--- config.mk ---
export PLATFORM = sky130hd
export DESIGN_NAME = decode_scoreboard
export DESIGN_NICKNAME = d
export VERILOG_FILES = /design/src/rtl/decode_scoreboard.sv
export SDC_FILE = /design/constraint.sdc
export NUM_CORES = 1
export LEC_CHECK = 0
export ABC_AREA = 1
export CORE_MARGIN = 2
export CORE_UTILIZATION = 30
export CTS_BUF_LIST = sky130_fd_sc_hd__clkbuf_4 sky130_fd_sc_hd__clkbuf_8
export DETAILED_ROUTE_END_ITERATION = 7
export HOLD_SLACK_MARGIN = 0.1
export PLACE_DENSITY = 0.5
export SYNTH_ARGS = -nofsm -noshare
export SYNTH_HDL_FRONTEND = slang
export SYNTH_SLANG_ARGS = --single-unit
--- constraint.sdc ---
create_clock -name I_CLOCK -period 15.5 [get_ports I_CLOCK]
set_input_delay 1.55 -clock I_CLOCK [delete_from_list [all_inputs] [get_ports I_CLOCK]]
set_output_delay 1.55 -clock I_CLOCK [all_outputs]
set_load 0.05 [all_outputs]
--- src/rtl/decode_scoreboard.sv ---
// decode_scoreboard: decode-stage register file with per-register pending-write counters, WB bypass and registered issue
module decode_scoreboard #(
   parameter int DATA_WIDTH = 16,
   parameter int NUM_REGS   = 16,
   parameter int IDX_WIDTH  = 4,
   parameter int PEND_WIDTH = 2
) (
   input  logic                  I_CLOCK,
   input  logic                  I_RESET,
   input  logic                  I_Valid,
   input  logic                  I_Src1En,
   input  logic [IDX_WIDTH-1:0]  I_Src1Idx,
   input  logic                  I_Src2En,
   input  logic [IDX_WIDTH-1:0]  I_Src2Idx,
   input  logic                  I_DestEn,
   input  logic [IDX_WIDTH-1:0]  I_DestIdx,
   input  logic                  I_Stall,
   input  logic                  I_WbEnable,
   input  logic [IDX_WIDTH-1:0]  I_WbIdx,
   input  logic [DATA_WIDTH-1:0] I_WbData,
   output logic                  O_DepStall,
   output logic                  O_Ready,
   output logic                  O_Valid,
   output logic [DATA_WIDTH-1:0] O_Src1Value,
   output logic [DATA_WIDTH-1:0] O_Src2Value,
   output logic                  O_DestEn,
   output logic [IDX_WIDTH-1:0]  O_DestIdx,
   output logic [2:0]            O_CondCode,
   output logic                  O_Error
);
   localparam logic [PEND_WIDTH-1:0] MAX = '1;
   localparam logic [PEND_WIDTH-1:0] ONE = PEND_WIDTH'(1);
   logic [DATA_WIDTH-1:0] r_rf [NUM_REGS];
   logic [PEND_WIDTH-1:0] r_pend [NUM_REGS];
   logic                  r_valid, r_dest_en, r_error;
   logic [DATA_WIDTH-1:0] r_src1, r_src2;
   logic [IDX_WIDTH-1:0]  r_dest_idx;
   logic [2:0]            r_cc;
   logic [PEND_WIDTH-1:0] w_p1, w_p2, w_pd;
   logic [DATA_WIDTH-1:0] w_v1, w_v2;
   logic [NUM_REGS-1:0]   w_inc, w_dec;
   logic                  w_hit1, w_hit2, w_hitd, w_haz1, w_haz2, w_ovf, w_issue, w_err;

   assign w_hit1     = I_WbEnable & (I_WbIdx == I_Src1Idx);
   assign w_hit2     = I_WbEnable & (I_WbIdx == I_Src2Idx);
   assign w_hitd     = I_WbEnable & (I_WbIdx == I_DestIdx);
   assign w_haz1     = I_Src1En & (w_p1 != '0) & !((w_p1 == ONE) & w_hit1);
   assign w_haz2     = I_Src2En & (w_p2 != '0) & !((w_p2 == ONE) & w_hit2);
   assign w_ovf      = I_DestEn & (w_pd == MAX) & !w_hitd;
   assign O_DepStall = I_Valid & (w_haz1 | w_haz2 | w_ovf);
   assign O_Ready    = I_Valid & !O_DepStall & !I_Stall;
   assign w_issue    = O_Ready;

   // Look up counters and bypassed operands; indices beyond NUM_REGS match nothing and read as zero
   always_comb begin
      w_p1 = '0;
      w_p2 = '0;
      w_pd = '0;
      w_v1 = '0;
      w_v2 = '0;
      w_inc = '0;
      w_dec = '0;
      w_err = 1'b0;
      for (int i = 0; i < NUM_REGS; i++) begin
         if (I_Src1Idx == IDX_WIDTH'(i)) begin
            w_p1 = r_pend[i];
            w_v1 = I_Src1En ? (w_hit1 ? I_WbData : r_rf[i]) : '0;
         end
         if (I_Src2Idx == IDX_WIDTH'(i)) begin
            w_p2 = r_pend[i];
            w_v2 = I_Src2En ? (w_hit2 ? I_WbData : r_rf[i]) : '0;
         end
         if (I_DestIdx == IDX_WIDTH'(i)) w_pd = r_pend[i];
         w_inc[i] = w_issue & I_DestEn & (I_DestIdx == IDX_WIDTH'(i));
         w_dec[i] = I_WbEnable & (I_WbIdx == IDX_WIDTH'(i));
         w_err = w_err | (w_dec[i] & !w_inc[i] & (r_pend[i] == '0));
      end
   end

   // Register file, pending counters, condition code and sticky unmatched-writeback flag
   always_ff @(posedge I_CLOCK or posedge I_RESET) begin
      if (I_RESET) begin
         for (int i = 0; i < NUM_REGS; i++) begin
            r_rf[i]   <= '0;
            r_pend[i] <= '0;
         end
         r_cc    <= 3'b000;
         r_error <= 1'b0;
      end else begin
         for (int i = 0; i < NUM_REGS; i++) begin
            if (w_dec[i]) r_rf[i] <= I_WbData;
            if (w_inc[i] && !w_dec[i]) r_pend[i] <= r_pend[i] + ONE;
            else if (w_dec[i] && !w_inc[i] && r_pend[i] != '0) r_pend[i] <= r_pend[i] - ONE;
         end
         if (I_WbEnable) r_cc <= I_WbData[DATA_WIDTH-1] ? 3'b100 : (I_WbData == '0 ? 3'b010 : 3'b001);
         if (w_err) r_error <= 1'b1;
      end
   end

   // Issue register toward execute; a stall freezes everything, otherwise a bubble only clears valid
   always_ff @(posedge I_CLOCK or posedge I_RESET) begin
      if (I_RESET) begin
         r_valid    <= 1'b0;
         r_src1     <= '0;
         r_src2     <= '0;
         r_dest_en  <= 1'b0;
         r_dest_idx <= '0;
      end else if (w_issue) begin
         r_valid    <= 1'b1;
         r_src1     <= w_v1;
         r_src2     <= w_v2;
         r_dest_en  <= I_DestEn;
         r_dest_idx <= I_DestIdx;
      end else if (!I_Stall) begin
         r_valid <= 1'b0;
      end
   end

   assign O_Valid     = r_valid;
   assign O_Src1Value = r_src1;
   assign O_Src2Value = r_src2;
   assign O_DestEn    = r_dest_en;
   assign O_DestIdx   = r_dest_idx;
   assign O_CondCode  = r_cc;
   assign O_Error     = r_error;
endmodule

==> summary.txt, run 1 <==
Die
  – Effective utilization at floorplan: 0.303
  – Ports placed on the boundary: 84
  – Horizontal die dimension: 256 um
  – Die footprint: around 66000 um^2
  – Overall die height: roughly 260 um
  – Row cnt: 92
  – Core Area: around 63000 um^2

Worst setup path
  – Number of cells traversed by the worst register-to-register path: 23
  – Maximum fanout count along the critical path: 17
  – CP Capture Type: output port
  – Top cell by count, worst path: nor2_1
  – Crit path DAT: about 5.4 ns
  – Critical Setup Path Class: in2out
  – Critical path, cell by cell: clkdlybuf4s50_1 > nor2_1 > nand2_1 > nor2_1 > nor2_1 > nand3_1 > nor2_1 > nand4_1 > nor2_1 > nand4_1 > nor2_1 > nand3_1 > nand2_1 > nand2_1 > nand2_1 > nand3_2 > nor2_4 > clkdlybuf4s50_1
  – Crit start category: input port
  – Data required time of the critical path: 13.95 ns
  – Crit path max-delay cell type: clkdlybuf4s50_1
  – Delay of the slowest critical-path stage: 0.85 ns

Global route
  – Largest net degree at the start of global routing: approximately 160
  – Remaining Overflow, GRT: 0
  – Overall track demand over capacity in global routing: 0.230
  – Number of antenna violations at the first check in global routing: 1
  – Global-route wire length before repair: ~120 mm
  – Vias in the first global route: approximately 19000

Timing
  – Slew margin rel.: 0.131
  – Count of final setup violators: 0
  – Hold Vio Cnt, Final: 0
  – Fin Setup TNS: 0 ns
  – Worst hold slack across all endpoints: roughly 0.48 ns
  – Maximum operating frequency: approximately 140 MHz
  – Final max-slew violation count: 0
  – Transition time of the tightest slew-check pin: between 1 and 1.5 ns
  – RSZ-0062 raised after global routing: no
  – Worst clock skew: between 0.03 and 0.04 ns
  – Final min period: 6.95 ns
  – Final period util: 0.448

Synth
  – Post-Synthesis Mean Instance Area: roughly 7.1 um^2
  – Number of instances in the synthesized netlist: around 2700
  – Proportion of netlist area held by the largest area contributor: 0.433
  – Synthesis Warnings: 0
  – Number of synthesized flops with an enable pin: 0
  – Synth Flop Type: dfrtp_1
  – Syn Nets: 2724
  – FF+latch count, synth: 330
  – Proportion of synthesized flip-flops having asynchronous set or reset: 1.00
  – Synth top area cells: dfrtp_1 (43%), o21ai_0 (13%), nand2_1 (12%)
  – Sequential share of the synthesized area: 0.433
  – Combined area of all synthesized cells: about 19000 um^2
  – Count of distinct cell types in the synthesized netlist: between 40 and 50
  – Cell type contributing the most total cell area after synthesis: dfrtp_1

Final layout
  – Final nets: between 2000 and 3000
  – Layout overhead on the synthesized area: 16.6%
  – Layout cells sized above 1: 0.0728
  – Commonest non-fill, non-tap cells in the layout: nand2_1 (626), o21ai_0 (477), dfrtp_1 (330)
  – Most frequent standard cell in the layout excluding fill and tap cells: nand2_1
  – Post-Layout Cell Count: ~3600

Clock network
  – Post-CTS setup-driven buffer insertion count: 0
  – Cts-stage hold buffer count: 0
  – H-tree depth: 2
  – Clock tree from TritonCTS: yes
  – Max clock buf depth: 3
  – Sinks on Clock Net: 330
  – Clock transition at the registers of the reported paths: ~0.050 ns
  – Number of buffers created by CTS: 61
  – Worst-Skew Late Latency: between 0.7 and 0.8 ns
  – PostCTS Resize Cnt: 0
  – Clk Tree Root Cell: clkbuf_8

Min path
  – Classification of the worst-slack hold path: reg2reg
  – Cell depth of the worst hold path: 2

Pwr
  – VDD IR-drop max: between 0.07 and 0.08 mV
  – Power Internal: roughly 1.9 mW
  – Switching share of total power: 0.368
  – Post-layout power: roughly 3 mW
  – Combinational cell fraction of total power: 0.245
  – Share of total power in the clock network: 0.339
  – Share of power burned in registers: 0.416
  – Net switching component of the power: around 1.1 mW
  – Power density cells: about 130 nW/um^2
  – Leak: slightly above 10 nW

Route
  – Wire length per cell: 21.2 um
  – Detailed Route WL: about 77 mm
  – Number of vias per cell after detailed routing: between 5 and 6
  – Residual DRC: 0
  – DR pass1 iterations: 5
  – Via count of the routed design: just under 20000
  – Remaining number of nets flagged by the antenna check after routing: 0
  – First DRT Iteration DRCs: roughly 1800

Placed design
  – DP Cell Count: roughly 3500
  – Dpl hpwl: roughly 54 mm
  – Number of buffers added on ports: 83
  – Final weighted congestion in routability-driven placement: 0.899

Job
  – Max cap viols: 0

Outcome
  – Run status: completed
-- power groups by stage --
stage	sequential, mW	clock, mW	combinational, mW
after global routing	1.27	1.07	0.818
final	1.25	1.02	0.736
after global placement	1.25	0	0.728
after floorplan	1.33	0	0.373
after detailed placement	1.26	0	0.737
after CTS	1.25	1.04	0.740
-- kinds of logic (layout without fill, tap and decap cells) --
logic type / after synthesis / count (layout) / share of synthesized area
simple gates: 1008 / 1008 / 0.220
compound gates: 839 / 839 / 0.241
buf+inv: 491 / 580 / 0.0979
flops: 330 / 330 / 0.433
xor+xnor: 16 / 16 / 0.00736
other cells: 0 / 1 / 0
-- cell usage after synthesis (2+ instances only) --
| library cell | number |
|---|---|
| o21ai_1 | 26 |
| clkinv_1 | 4 |
| clkbuf_1 | 141 |
| o2111ai_1 | 7 |
| nand2_1 | 626 |
| inv_1 | 320 |
| buf_1 | 5 |
| a21oi_1 | 189 |
| o21ai_2 | 3 |
| nand3_2 | 2 |
| o211ai_1 | 19 |
| dfrtp_1 | 330 |
| nor3_1 | 39 |
| o221ai_1 | 45 |
| nor2_2 | 4 |
| o21ai_0 | 477 |
| nand3b_1 | 2 |
| and3_1 | 2 |
| nor4_1 | 26 |
| a31oi_1 | 5 |
| inv_2 | 9 |
| a21o_1 | 2 |
| o21bai_1 | 19 |
| or2_1 | 4 |
| nand2_2 | 4 |
| xor2_1 | 16 |
| buf_2 | 11 |
| nand3_1 | 96 |
| o22ai_1 | 32 |
| nand4_1 | 45 |
| nor2_1 | 157 |
| a211oi_1 | 7 |
-- layout make-up --
cell class                 count  area [um^2]
multi-input combinational   1863         8960
clock buffer                  95         1210
tap                          846         1060
antenna                        1         2.50
clock inverter                19          249
sequential                   330         8260
fill                        6777        40700
inverter                     333         1260
timing repair buffer         133         1220
-- worst paths after layout --
check | slack (ns) | from | to
max | 8.55 | I_Src1Idx[2] | O_Ready
min | 0.48 | O_DestEn | O_DestEn
max reg2reg | 11.57 | r_pend[30] | O_Error
min reg2reg | 0.48 | O_DestEn | O_DestEn
max in group asynchronous | 11.87 | I_RESET | O_Src2Value[8]
min in group asynchronous | 1.39 | I_RESET | r_rf[172]
-- routing by layer --
layer  global-route usage  wire length (um)  vias to the layer above
li1                     -                 -                     9032
met1                0.291             32100                     9393
met2                0.386             36500                      737
met3               0.0305              4110                      187
met4                0.114              3810                        0
met5                    0                 0                        -
-- sequential cells by signal, indices dropped and copies added (netlist names) --
signal       cells
O_CondCode       3
O_DestEn         1
O_DestIdx        4
O_Error          1
O_Src1Value     16
O_Src2Value     16
O_Valid          1
r_pend          32
r_rf           256
-- critical path, delay by kind of cell --
kind | cells | cell delay (ns)
simple gates | 16 | 2.38
buf+inv | 2 | 1.47
-- per-stage QoR --
step           setup WS [ns]  instance area (um^2)  utilization
3_5_place_dp            8.54                 20800        0.330
6_report                8.55                 22200        0.353
4_1_cts                 8.52                 22200        0.353
5_1_grt                 8.33                 22200        0.353
2_1_floorplan           4.81                 19100            -
3_3_place_gp            8.46                 20800        0.330
No activity file was read; power rests on OpenSTA's default activity.
==> run 2, diff against run 1 <==
- clock period: 15.5 -> 6.8 ns (I/O delays scaled with it)
==> run 2 against run 1 <==
Compared with the run above:
- routed wire length decreased by 1.6%
- sequential share of layout area increased by 0.25 points
- critical path type unchanged
- combinational power increased by 130%
- global-route usage decreased by 0.33 points
- setup slack got worse by 7.0 ns
- hold slack got worse by 0.0013 ns
- via count decreased by 0.58%
- critical endpoint unchanged
- clock-buffer cell count increased by 7
- largest power group unchanged
==> summary.txt, run 2 (synthesis results as in run 1) <==
Final layout
  – Layout cells sized above 1: 0.0688 (was 0.0728)
  – Count of inserted antenna diode cells: 0 (was 1)
  – Flip-flop count of the largest register after layout: 256 (unchanged)
  – Finished Cell Area: 22100 um^2 (was 22200 um^2)
  – Post-Layout Cell Count: 3607 (was 3620)
  – Layout overhead on the synthesized area: 15.8% (was 16.6%)
  – Most flops, register: r_rf (unchanged)
  – Final nets: 2754 (was 2762)
  – Biggest regs: r_rf x256, r_pend x32 (unchanged)
  – Most frequent standard cell in the layout excluding fill and tap cells: nand2_1 (unchanged)
  – Commonest non-fill, non-tap cells in the layout: nand2_1 (626), o21ai_0 (477), dfrtp_1 (330) (unchanged)
  – Post-layout utilization of the core: 0.351 (was 0.353)

Pwr
  – Post-layout power: 6.67 mW (was 3.00 mW)
  – Combinational cell fraction of total power: 0.251 (was 0.245)
  – Leak: 10.2 nW (was 10.3 nW)
  – VDD IR-drop max: 0.160 mV (was 0.0788 mV)
  – Share of power burned in registers: 0.426 (was 0.416)
  – Share of total power in the clock network: 0.323 (was 0.339)
  – Power density cells: 302 nW/um^2 (was 135 nW/um^2)
  – Switching share of total power: 0.368 (about the same)
  – Net switching component of the power: 2.45 mW (was 1.10 mW)
  – Power Internal: 4.22 mW (was 1.90 mW)

Min path
  – HP Start: O_Src1Value[1] (was O_DestEn)
  – Classification of the worst-slack hold path: reg2reg (unchanged)
  – Cell depth of the worst hold path: 2 (unchanged)
  – Hold Crit Endpoint: O_Src1Value[1] (was O_DestEn)

Clock network
  – H-tree depth: 2 (unchanged)
  – Number of buffers created by CTS: 61 (unchanged)
  – PostCTS Resize Cnt: 0 (unchanged)
  – Max clock buf depth: 3 (unchanged)
  – Worst-Skew Late Latency: 0.70 ns (was 0.71 ns)
  – Clock tree from TritonCTS: yes (unchanged)
  – Clk Tree Root Cell: clkbuf_8 (unchanged)
  – Cts-stage hold buffer count: 0 (unchanged)
  – Sinks on Clock Net: 330 (unchanged)
  – Post-CTS setup-driven buffer insertion count: 0 (unchanged)
  – Clock transition at the registers of the reported paths: 0.06 ns (was 0.05 ns)

Die
  – Die footprint: 65500 um^2 (unchanged)
  – Effective utilization at floorplan: 0.303 (unchanged)
  – Ports placed on the boundary: 84 (unchanged)
  – Core Area: 63000 um^2 (unchanged)
  – Row cnt: 92 (unchanged)
  – Horizontal die dimension: 256 um (unchanged)
  – Overall die height: 256 um (unchanged)

Placed design
  – DP Area: 20700 um^2 (was 20800 um^2)
  – DP Cell Count: 3497 (was 3505)
  – Setup WS pre-CTS: 1.66 ns (was 8.54 ns)
  – Final weighted congestion in routability-driven placement: 0.986 (was 0.899)
  – Dpl hpwl: 52.8 mm (was 53.9 mm)
  – Number of buffers added on ports: 83 (unchanged)

Job
  – Max cap viols: 0 (unchanged)

Route
  – Number of vias per cell after detailed routing: 5.33 (was 5.35)
  – Via count of the routed design: 19236 (was 19349)
  – Detailed Route WL: 75.4 mm (was 76.6 mm)
  – Remaining number of nets flagged by the antenna check after routing: 0 (unchanged)
  – First DRT Iteration DRCs: 1944 (was 1788)
  – Residual DRC: 0 (unchanged)
  – Wire length per cell: 20.9 um (was 21.2 um)
  – DR pass1 iterations: 5 (unchanged)

Global route
  – Global-route wire length before repair: 116 mm (was 117 mm)
  – Largest net degree at the start of global routing: 157 (was 161)
  – Number of antenna violations at the first check in global routing: 0 (was 1)
  – Vias in the first global route: 18887 (was 19001)
  – Overall track demand over capacity in global routing: 0.227 (was 0.230)
  – Remaining Overflow, GRT: 0 (unchanged)

Timing
  – Final min period: around 5.2 ns
  – Worst clock skew: 0.0347 ns (was 0.0303 ns)
  – Transition time of the tightest slew-check pin: 1.23 ns (was 1.30 ns)
  – Maximum operating frequency: about 190 MHz
  – Final max-slew violation count: 0 (unchanged)
  – Hold Vio Cnt, Final: 0 (unchanged)
  – Final period util: 0.766
  – Fin Setup TNS: 0 ns (unchanged)
  – Count of final setup violators: 0 (unchanged)
  – Setup ws final: 1.59 ns (was 8.55 ns)
  – Slew margin rel.: 0.182 (was 0.131)
  – RSZ-0062 raised after global routing: no (unchanged)
  – Worst hold slack across all endpoints: 0.477 ns (was 0.478 ns)

Worst setup path
  – Crit path DAT: 4.53 ns (was 5.40 ns)
  – Critical Setup Path Class: in2out (unchanged)
  – RR Startpoint: r_pend[30] (unchanged)
  – Number of cells traversed by the worst register-to-register path: 25 (was 23)
  – Maximum fanout count along the critical path: 17 (unchanged)
  – Crit path launch: I_Src1Idx[2] (unchanged)
  – Crit start category: input port (unchanged)
  – CP Capture Type: output port (unchanged)
  – Data required time of the critical path: 6.12 ns (was 13.95 ns)
  – Flop-to-flop setup slack: 3.00 ns (was 11.57 ns)
  – Worst flop-to-flop path endpoint: O_Error (unchanged)

Outcome
  – Run status: completed (unchanged)
## run 2: worst max-delay path: stages
cell	delay, ns
clkdlybuf4s50_1	0.63
nor2_1	0.17
nand2_1	0.62
nor2_1	0.09
nor2_1	0.12
nand3_1	0.09
nor2_1	0.14
nand4_1	0.09
nor2_1	0.18
nand4_1	0.12
nor2_1	0.11
nand3_1	0.09
nand2_1	0.07
nand2_1	0.05
nand2_1	0.07
nand3_2	0.14
nor2_4	0.20
clkdlybuf4s50_1	0.85
## run 2: layout make-up
type / instances / area [um^2]
fillers: 6730 / 40900
multi-input cells: 1863 / 8960
flip-flops and latches: 330 / 8260
clock buffers: 102 / 1250
inverters: 333 / 1250
repair buffers: 125 / 1170
well taps: 846 / 1060
clock inverters: 8 / 111
## run 2: how the worst max path moves through the flow
stage / end / slack [ns] / cells past startpoint
2_1_floorplan: O_CondCode[0] / 1.71 / 1
3_3_place_gp: O_Ready / 1.62 / 18
3_5_place_dp: O_Ready / 1.66 / 18
4_1_cts: O_Ready / 1.65 / 18
5_1_grt: O_Ready / 1.28 / 18
6_report: O_Ready / 1.59 / 18
## run 2: routing by layer
metal  global-route usage  vias to the layer above  part of all wire
met4               0.0967                        0             0.043
met5                    0                        -                 0
met3               0.0277                      172             0.052
met1                0.288                     9336              0.42
li1                     -                     9031                 -
met2                0.389                      697              0.48
## run 2: power by group through the flow
stage	logic (mW)	registers, mW	clock network (mW)
global route	1.86	2.90	2.29
CTS	1.68	2.83	2.21
detailed placement	1.67	2.86	0
finish	1.67	2.84	2.16
floorplan	0.851	3.03	0
global placement	1.64	2.86	0
